--- src/rtl/aes_mix_columns_engine.sv ---
// aes_mix_columns_engine
// Handshaked AES MixColumns / InvMixColumns stage. One 128-bit state is
// accepted per transaction and LANES columns are transformed per clock.
// The inverse/forward mode is captured with the state at accept time.
module aes_mix_columns_engine #(
    parameter int unsigned  LANES       = 4,
    parameter logic [7:0]   REDUCE_POLY = 8'h1B,
    localparam int unsigned STATE_W     = 128
) (
    input  logic               clk,
    input  logic               rst,
    input  logic               in_valid,
    output logic               in_ready,
    input  logic [STATE_W-1:0] in_state,
    input  logic               in_inverse,
    output logic               out_valid,
    input  logic               out_ready,
    output logic [STATE_W-1:0] out_state,
    output logic               busy
);

    localparam int unsigned NUM_COLS = 4;
    localparam int unsigned COL_W    = 32;
    localparam int unsigned BYTE_W   = 8;
    localparam int unsigned CNT_W    = 2;
    localparam int unsigned SUM_W    = 3;

    // Only 1, 2 or 4 lanes divide the four columns evenly.
    if (!(LANES == 1 || LANES == 2 || LANES == 4)) begin : g_lanes_check
        $fatal(1, "aes_mix_columns_engine: LANES must be 1, 2 or 4");
    end

    typedef enum logic [1:0] {
        S_IDLE = 2'd0,
        S_CALC = 2'd1,
        S_DONE = 2'd2
    } state_t;

    state_t           r_fsm;
    state_t           w_fsm_next;
    logic             w_accept;
    logic             w_calc;
    logic             w_last;
    logic             r_in_ready;
    logic             r_out_valid;
    logic             r_busy;
    logic             r_mode;
    logic [CNT_W-1:0] r_col;

    logic [COL_W-1:0] w_in_cols  [NUM_COLS];
    logic [CNT_W-1:0] w_lane_idx [LANES];
    logic [COL_W-1:0] w_lane_out [LANES];

    // Multiply by x in GF(2^8), folding the overflow back with the reduction byte.
    function automatic logic [BYTE_W-1:0] xtime(input logic [BYTE_W-1:0] b);
        return {b[6:0], 1'b0} ^ (b[7] ? REDUCE_POLY : 8'h00);
    endfunction

    // Transform one column; all constant multiples come from x2/x4/x8 chains.
    function automatic logic [COL_W-1:0] mix_col(input logic [COL_W-1:0] col,
                                                 input logic             inv);
        logic [BYTE_W-1:0] a  [4];
        logic [BYTE_W-1:0] x2 [4];
        logic [BYTE_W-1:0] x4 [4];
        logic [BYTE_W-1:0] x8 [4];
        logic [BYTE_W-1:0] m3 [4];
        logic [BYTE_W-1:0] m9 [4];
        logic [BYTE_W-1:0] mb [4];
        logic [BYTE_W-1:0] md [4];
        logic [BYTE_W-1:0] me [4];
        logic [BYTE_W-1:0] r  [4];
        for (int i = 0; i < 4; i++) begin
            a[i]  = col[BYTE_W*i +: BYTE_W];
            x2[i] = xtime(a[i]);
            x4[i] = xtime(x2[i]);
            x8[i] = xtime(x4[i]);
            m3[i] = x2[i] ^ a[i];
            m9[i] = x8[i] ^ a[i];
            mb[i] = x8[i] ^ x2[i] ^ a[i];
            md[i] = x8[i] ^ x4[i] ^ a[i];
            me[i] = x8[i] ^ x4[i] ^ x2[i];
        end
        if (inv) begin
            r[0] = me[0] ^ mb[1] ^ md[2] ^ m9[3];
            r[1] = m9[0] ^ me[1] ^ mb[2] ^ md[3];
            r[2] = md[0] ^ m9[1] ^ me[2] ^ mb[3];
            r[3] = mb[0] ^ md[1] ^ m9[2] ^ me[3];
        end else begin
            r[0] = x2[0] ^ m3[1] ^ a[2]  ^ a[3];
            r[1] = a[0]  ^ x2[1] ^ m3[2] ^ a[3];
            r[2] = a[0]  ^ a[1]  ^ x2[2] ^ m3[3];
            r[3] = m3[0] ^ a[1]  ^ a[2]  ^ x2[3];
        end
        return {r[3], r[2], r[1], r[0]};
    endfunction

    // The final step is the one whose lanes reach column 3.
    assign w_last = (SUM_W'(r_col) + SUM_W'(LANES)) == SUM_W'(NUM_COLS);

    // Next-state decode and per-cycle strobes.
    always_comb begin
        w_fsm_next = r_fsm;
        w_accept   = 1'b0;
        w_calc     = 1'b0;
        case (r_fsm)
            S_IDLE: begin
                if (in_valid && r_in_ready) begin
                    w_accept   = 1'b1;
                    w_fsm_next = S_CALC;
                end
            end
            S_CALC: begin
                w_calc = 1'b1;
                if (w_last) begin
                    w_fsm_next = S_DONE;
                end
            end
            S_DONE: begin
                if (out_ready) begin
                    w_fsm_next = S_IDLE;
                end
            end
            default: begin
                w_fsm_next = S_IDLE;
            end
        endcase
    end

    // State register with handshake/status outputs registered off the next state.
    always_ff @(posedge clk or posedge rst) begin
        if (rst) begin
            r_fsm       <= S_IDLE;
            r_in_ready  <= 1'b1;
            r_out_valid <= 1'b0;
            r_busy      <= 1'b0;
        end else begin
            r_fsm       <= w_fsm_next;
            r_in_ready  <= (w_fsm_next == S_IDLE);
            r_out_valid <= (w_fsm_next == S_DONE);
            r_busy      <= (w_fsm_next != S_IDLE);
        end
    end

    // Column counter and captured mode.
    always_ff @(posedge clk or posedge rst) begin
        if (rst) begin
            r_col  <= '0;
            r_mode <= 1'b0;
        end else if (w_accept) begin
            r_col  <= '0;
            r_mode <= in_inverse;
        end else if (w_calc) begin
            r_col  <= r_col + CNT_W'(LANES);
        end
    end

    // One transform per lane, fed by the column mux at col + lane.
    for (genvar l = 0; l < LANES; l++) begin : g_lane
        assign w_lane_idx[l] = r_col + CNT_W'(l);
        assign w_lane_out[l] = mix_col(w_in_cols[w_lane_idx[l]], r_mode);
    end

    // Per-column input capture and result registers.
    for (genvar c = 0; c < NUM_COLS; c++) begin : g_col
        localparam int unsigned LANE  = c % LANES;
        localparam int unsigned START = (c / LANES) * LANES;

        logic [COL_W-1:0] r_in_col;
        logic [COL_W-1:0] r_out_col;
        logic             w_we;

        assign w_we = w_calc && (r_col == CNT_W'(START));

        // Hold the accepted column for the whole CALC phase.
        always_ff @(posedge clk or posedge rst) begin
            if (rst) begin
                r_in_col <= '0;
            end else if (w_accept) begin
                r_in_col <= in_state[COL_W*c +: COL_W];
            end
        end

        // Write this column when its lane group is being computed.
        always_ff @(posedge clk or posedge rst) begin
            if (rst) begin
                r_out_col <= '0;
            end else if (w_we) begin
                r_out_col <= w_lane_out[LANE];
            end
        end

        assign w_in_cols[c]               = r_in_col;
        assign out_state[COL_W*c +: COL_W] = r_out_col;
    end

    assign in_ready  = r_in_ready;
    assign out_valid = r_out_valid;
    assign busy      = r_busy;

endmodule

--- config.mk ---
export PLATFORM = sky130hd
export DESIGN_NAME = aes_mix_columns_engine
export DESIGN_NICKNAME = d
export VERILOG_FILES = /design/src/rtl/aes_mix_columns_engine.sv
export SDC_FILE = /design/constraint.sdc
export NUM_CORES = 1
export LEC_CHECK = 0
export ABC_AREA = 1
export BUFFER_PORTS_ARGS = -buffer_cell sky130_fd_sc_hd__buf_2
export CAP_MARGIN = 10
export CORE_MARGIN = 2
export CORE_UTILIZATION = 44
export CTS_BUF_LIST = sky130_fd_sc_hd__clkbuf_8
export DETAILED_ROUTE_END_ITERATION = 12
export PLACE_DENSITY = 0.66
export SYNTH_ARGS = -nofsm -noshare
export SYNTH_HDL_FRONTEND = slang
export SYNTH_SLANG_ARGS = --single-unit
--- constraint.sdc ---
create_clock -name clk -period 9 [get_ports clk]
set_input_delay 0.9 -clock clk [delete_from_list [all_inputs] [get_ports clk]]
set_output_delay 0.9 -clock clk [all_outputs]
set_load 0.01 [all_outputs]
Yosys cells after proc, flatten, opt, wreduce, memory -nomap -nowiden
Index checks and enable logic that the tools add are counted.
{ "word_totals": {"inputBits": 133, "wordCells": 364, "register_bits": 264, "out_inout_bits": 131} }
{ "classes": {"n_reduce_logical": 6, "addsub": 4, "order_cmp": 4, "muxes": 72, "bitwise": 260, "n_eq_ne": 4} }
{ "ops": {"columns": ["op", "n"], "rows": [
  ["$xor A8 B8 Y8", 208],
  ["$mux W32", 12],
  ["$xor A8 B5 Y8", 48],
  ["$bmux W32 S2", 4],
  ["$mux W5", 48],
  ["$ge A3 B3 Y1 const B", 4],
  ["$not A2 Y3", 4],
  ["$mux W2", 4],
  ["$logic_not A2 Y1", 3],
  ["$pmux W2 S3", 1],
  ["$add A2 B2 Y2 const B", 2],
  ["$eq A2 B2 Y1 const B", 2],
  ["$add A2 B3 Y3 const B", 1],
  ["$eq A3 B3 Y1 const B", 1],
  ["$mux W1", 3],
  ["$add A2 B1 Y2 const B", 1],
  ["$eq A2 B1 Y1 const B", 1],
  ["$logic_and A1 B1 Y1", 2],
  ["$reduce_bool A2 Y1", 1]
]} }

Depth between registers and ports, before layout
{ "depth": {"ltp_word": 17, "mapped_depth": 18, "depth_no_buf": 17} }

Worst setup path after synthesis
Ideal clock, no wire load.
{ "synth_path": {"path_kind": "input to register", "from": "input port in_valid", "to": "register r_busy (netlist: busy)", "arrival_time_ps": 1702, "setup_ps": 119, "path_slack_ps": 7179, "required_ps": 8881, "path_stages": 6, "path_buffers": 2, "path_cell_list": "nand3_1 > clkinv_1 > clkbuf_1 > clkbuf_1 > nor2_1 > inv_1"} }
{ "synth_via": {"elab_chain_cells": 4} }
{ "synth_lines": {"columns": ["item", "line", "source"], "rows": [
  ["start, declared", "12", "input logic in_valid,"],
  ["$logic_and A1 B1 Y1", "107", "if (in_valid && r_in_ready) begin"],
  ["$mux W2", "107", null],
  ["$pmux W2 S3", "105", "case (r_fsm)"],
  ["$reduce_bool A2 Y1", "140", "r_busy <= (w_fsm_next != S_IDLE);"],
  ["end signal, assigned", "140", null],
  ["end, declared", "46", "logic r_busy;"]
]} }
Every way passes these cells.
A chain may end at the register's enable or synchronous reset.

Worst setup path in the final report
{ "layout_path": {"from": "register r_fsm[1]", "to": "register g_col[0].r_out_col[4]"} }
{ "layout_via": {"elab_chain_cells": 3} }
{ "layout_lines": {"columns": ["item", "line", "source"], "rows": [
  ["start, declared", "39", "state_t r_fsm;"],
  ["start signal, assigned", "137", "r_fsm <= w_fsm_next;"],
  ["$eq A2 B1 Y1", "105", null],
  ["$mux W1", "105", null],
  ["$logic_and A1 B1 Y1", "172", "assign w_we = w_calc && (r_col == CNT_W'(START));"],
  ["end signal, assigned", "188", "r_out_col <= w_lane_out[LANE];"],
  ["end, declared", "169", "logic [COL_W-1:0] r_out_col;"]
]} }
Every way passes these cells.

==> flow_metrics.env <==
export IMPL_status="completed"
export IMPL_initial_utilization_pct=44.3
export IMPL_post_synth_instance_area_sq_um=29000
export IMPL_final_max_slew_viol_count=0
export IMPL_design_die_area_sq_um=68000
export IMPL_final_core_util_pct=48.0
export IMPL_crit_path_frequent_cell="sky130_fd_sc_hd__nand2_1"
export IMPL_path_clk_slew_ps=60
export IMPL_clk_root_buffer_cell="sky130_fd_sc_hd__clkbuf_8"
export IMPL_drc_errors=0
export IMPL_yosys_warnings=0
export IMPL_worst_clock_skew_ps=31.0
export IMPL_worst_slew_pin_transition_ps=1090
export IMPL_syn2layout_area_growth_pct=8.53
export IMPL_critPathRequiredTime_ps=9600
export IMPL_synth_seq_cells=262
export IMPL_rsz0062_at_grt="no"
export IMPL_grt_first_pass_wirelength_um=158000
export IMPL_path_buf_inv=3
export IMPL_finish_net_count=4797
export IMPL_vias=28800
export IMPL_postSynth_topFlopCell="sky130_fd_sc_hd__dfrtp_1"
export IMPL_tmin_final_ps=3020
export IMPL_cap_viol_max_count=0
export IMPL_die_w_um=261
export IMPL_routabilityCongestion=0.990
export IMPL_cts_hold_repair_buffers=0
export IMPL_cts_path_max_buffers=3
export IMPL_count_of_flip_flops_with_a_built_in_enable_after_synthesis=0
export IMPL_final_period_utilization_pct=33.6
export IMPL_hold_worst_slack_ps=259
export IMPL_gr_usage_all_layers_pct=30.2
export IMPL_route_detailed_wl_per_inst_um=18.6
export IMPL_grt_pass1_vias=26700
export IMPL_fmaxAchievable_mhz=331
export IMPL_min_path_type="primary input to async pin"
export IMPL_count_of_fill_cells_added_during_filler_insertion=6931
export IMPL_async_flop_share_pct=100
export IMPL_synth_area_leader_cell="sky130_fd_sc_hd__nand2_1"
export IMPL_core_area_sq_um=65500
export IMPL_cts_tree="yes"
export IMPL_crit_fanout=163
export IMPL_post_cts_resized_instances=0
export IMPL_synthCells=4540
export IMPL_detail_route_wirelength_um=104000
export IMPL_grt_remaining_overflow=0
export IMPL_fp_row_count=94
export IMPL_placement_stage_worst_setup_slack_ps=5950
export IMPL_endpoint_kind="flip-flop"
export IMPL_drive_gt1_share_pct=10.9
export IMPL_detail_route_iter0_violations=2614
export IMPL_final_setup_viol_count=0
export IMPL_cp_slowest_stage_delay_ps=850
export IMPL_worstPathArrival_ps=3620
export IMPL_mappedNetlistNets=4673
export IMPL_io_buffer_count=263
export IMPL_die_h_um=261
export IMPL_synth_seq_area_share_pct=22.6
export IMPL_viasPerCell=5.18
export IMPL_cpMaxStageDelayCell="sky130_fd_sc_hd__nor2_4"
export IMPL_synthTopCellsByArea="sky130_fd_sc_hd__nand2_1 (23%), sky130_fd_sc_hd__dfrtp_1 (23%), sky130_fd_sc_hd__xor2_1 (17%)"
export IMPL_ctsHtreeMaxLevel=2
export IMPL_max_slew_margin_rel_pct=27.5
export IMPL_avgSynthCellArea_sq_um=6.39
export IMPL_path_class="flip-flop to flip-flop"
export IMPL_cpLargestDelayFamily="buffers and inverters"
export IMPL_critical_path_startpoint_type="flip-flop"
export IMPL_synth_lib_cells_used_distinct=43
export IMPL_clkSinkCount=262
export IMPL_place_detailed_hpwl_um=78000
export IMPL_number_of_antenna_violations_at_the_first_check_in_global_routing=3
export IMPL_top_level_ports=264
export IMPL_cts_buffers_inserted=52
export IMPL_hold_violations=0
export IMPL_final_antenna_net_count=0
export IMPL_first_pass_iters=8
export IMPL_cts_setup_buffers=0
export IMPL_clock_insertion_delay_worst_skew_ps=700
export IMPL_grt_max_degree=179
export IMPL_final_setup_worst_slack_ps=5980
export IMPL_crit_chain="nor2_4 > buf_12 > inv_2 > buf_4 > a31oi_1 > nand2_1 > nand2_1"
export IMPL_netlist_area_leader_share_pct=23.3
export IMPL_setup_tns_ps=0
## final cells by class
type | count | area, sq um | area share [%]
Antenna cell | 1 | 2.50 | 0.00795
Multi-Input combinational cell | 3638 | 19700 | 62.6
Clock buffer | 64 | 881 | 2.80
Tap cell | 864 | 1080 | 3.43
Inverter | 438 | 1680 | 5.32
Clock inverter | 26 | 145 | 0.461
Sequential cell | 262 | 6560 | 20.8
Timing Repair Buffer | 272 | 1410 | 4.48
## cells in the mapped netlist, types with 45 or more instances
master                     number
sky130_fd_sc_hd__nand2_1     1797
sky130_fd_sc_hd__a21oi_1       89
sky130_fd_sc_hd__inv_1        387
sky130_fd_sc_hd__xnor2_1      294
sky130_fd_sc_hd__nor2_1       138
sky130_fd_sc_hd__buf_4         45
sky130_fd_sc_hd__clkbuf_1      69
sky130_fd_sc_hd__nand2_2       48
sky130_fd_sc_hd__xor2_1       556
sky130_fd_sc_hd__buf_2         62
sky130_fd_sc_hd__nand3_1      331
sky130_fd_sc_hd__dfrtp_1      261
sky130_fd_sc_hd__o21ai_0      216
## path summary, 6_finish.rpt
| path | cells past startpoint | slack, ps | from | to |
|---|---|---|---|---|
| min in group clk | 3 | 410 | in_state[52] | g_col[1].r_in_col[20]$_DFFE_PP0P_ |
| max in group asynchronous | 3 | 7380 | rst | r_mode$_DFFE_PP0P_ |
| hold reg to reg | 2 | 480 | g_col[2].r_out_col[16]$_DFFE_PP0N_ | g_col[2].r_out_col[16]$_DFFE_PP0N_ |
| hold / removal | 2 | 260 | rst | g_col[2].r_out_col[27]$_DFFE_PP0N_ |
| setup reg to reg | 7 | 5980 | r_fsm[1]$_DFF_PP0_ | g_col[0].r_out_col[4]$_DFFE_PP0N_ |
| setup / recovery | 7 | 5980 | r_fsm[1]$_DFF_PP0_ | g_col[0].r_out_col[4]$_DFFE_PP0N_ |
## worst reg2reg max path, cell delays in order, from the launching register on
cell and delay (ps):
sky130_fd_sc_hd__dfrtp_1 410, sky130_fd_sc_hd__nor2_4 850, sky130_fd_sc_hd__buf_12 620, sky130_fd_sc_hd__inv_2 250
sky130_fd_sc_hd__buf_4 410, sky130_fd_sc_hd__a31oi_1 290, sky130_fd_sc_hd__nand2_1 70, sky130_fd_sc_hd__nand2_1 50
## layer usage
metal / GRT usage [%] / wire length (um) / vias to the layer above / share of wire (%)
li1: - / - / 14100 / -
met4: 11.7 / 3970 / 2 / 3.8
met1: 41.2 / 45100 / 13300 / 44
met3: 4.49 / 8480 / 231 / 8.2
met2: 47.9 / 46100 / 1209 / 44
met5: 0 / 13 / - / 0.013
## layout by cell type (no fill, tap or decap), types with 2 or more instances in the layout
| cell | instances |
|---|---|
| sky130_fd_sc_hd__xor2_4 | 3 |
| sky130_fd_sc_hd__o21ai_0 | 216 |
| sky130_fd_sc_hd__nand3_1 | 331 |
| sky130_fd_sc_hd__clkinv_2 | 11 |
| sky130_fd_sc_hd__nand3_2 | 2 |
| sky130_fd_sc_hd__inv_4 | 5 |
| sky130_fd_sc_hd__nand2_4 | 8 |
| sky130_fd_sc_hd__nand2b_1 | 4 |
| sky130_fd_sc_hd__or2_2 | 31 |
| sky130_fd_sc_hd__xor2_2 | 20 |
| sky130_fd_sc_hd__or2_1 | 9 |
| sky130_fd_sc_hd__clkinv_1 | 8 |
| sky130_fd_sc_hd__xnor2_2 | 3 |
| sky130_fd_sc_hd__buf_12 | 2 |
| sky130_fd_sc_hd__xnor2_1 | 294 |
| sky130_fd_sc_hd__clkinvlp_4 | 3 |
| sky130_fd_sc_hd__nand2_2 | 48 |
| sky130_fd_sc_hd__nor2_1 | 137 |
| sky130_fd_sc_hd__inv_1 | 400 |
| sky130_fd_sc_hd__o21bai_1 | 4 |
| sky130_fd_sc_hd__nand2_1 | 1797 |
| sky130_fd_sc_hd__or2_0 | 2 |
| sky130_fd_sc_hd__nand3b_1 | 28 |
| sky130_fd_sc_hd__inv_8 | 2 |
| sky130_fd_sc_hd__xnor2_4 | 2 |
| sky130_fd_sc_hd__clkbuf_8 | 64 |
| sky130_fd_sc_hd__inv_2 | 34 |
| sky130_fd_sc_hd__a21o_1 | 10 |
| sky130_fd_sc_hd__a31oi_1 | 28 |
| sky130_fd_sc_hd__dfrtp_1 | 260 |
| sky130_fd_sc_hd__nand4_1 | 4 |
| sky130_fd_sc_hd__xor2_1 | 556 |
| sky130_fd_sc_hd__buf_2 | 263 |
| sky130_fd_sc_hd__a21oi_1 | 89 |
| sky130_fd_sc_hd__buf_4 | 7 |
| sky130_fd_sc_hd__o211ai_1 | 5 |
## metrics by stage
step	std cells	area (sq um)
floorplan	4540	29000
global placement	5474	30400
detailed placement	5474	30400
CTS	5564	31500
global route	5565	31500
finish	5565	31500
## sequential cells by signal, indices dropped and copies added, names as in the netlist
register         cells
g_col.r_in_col     128
g_col.r_out_col    128
r_fsm                2
busy                 1
in_ready             1
out_valid            1
r_mode               1
## logic make-up after synthesis
group           Yosys count  share of synthesized area (%)
flops                   262                           22.6
simple gates           2404                           34.1
xor+xnor                878                           27.4
compound gates          356                           6.46
buf+inv                 640                           9.42
Power is not shown: default switching activity piles up to over one toggle a cycle in this logic, so the estimate is an artifact.
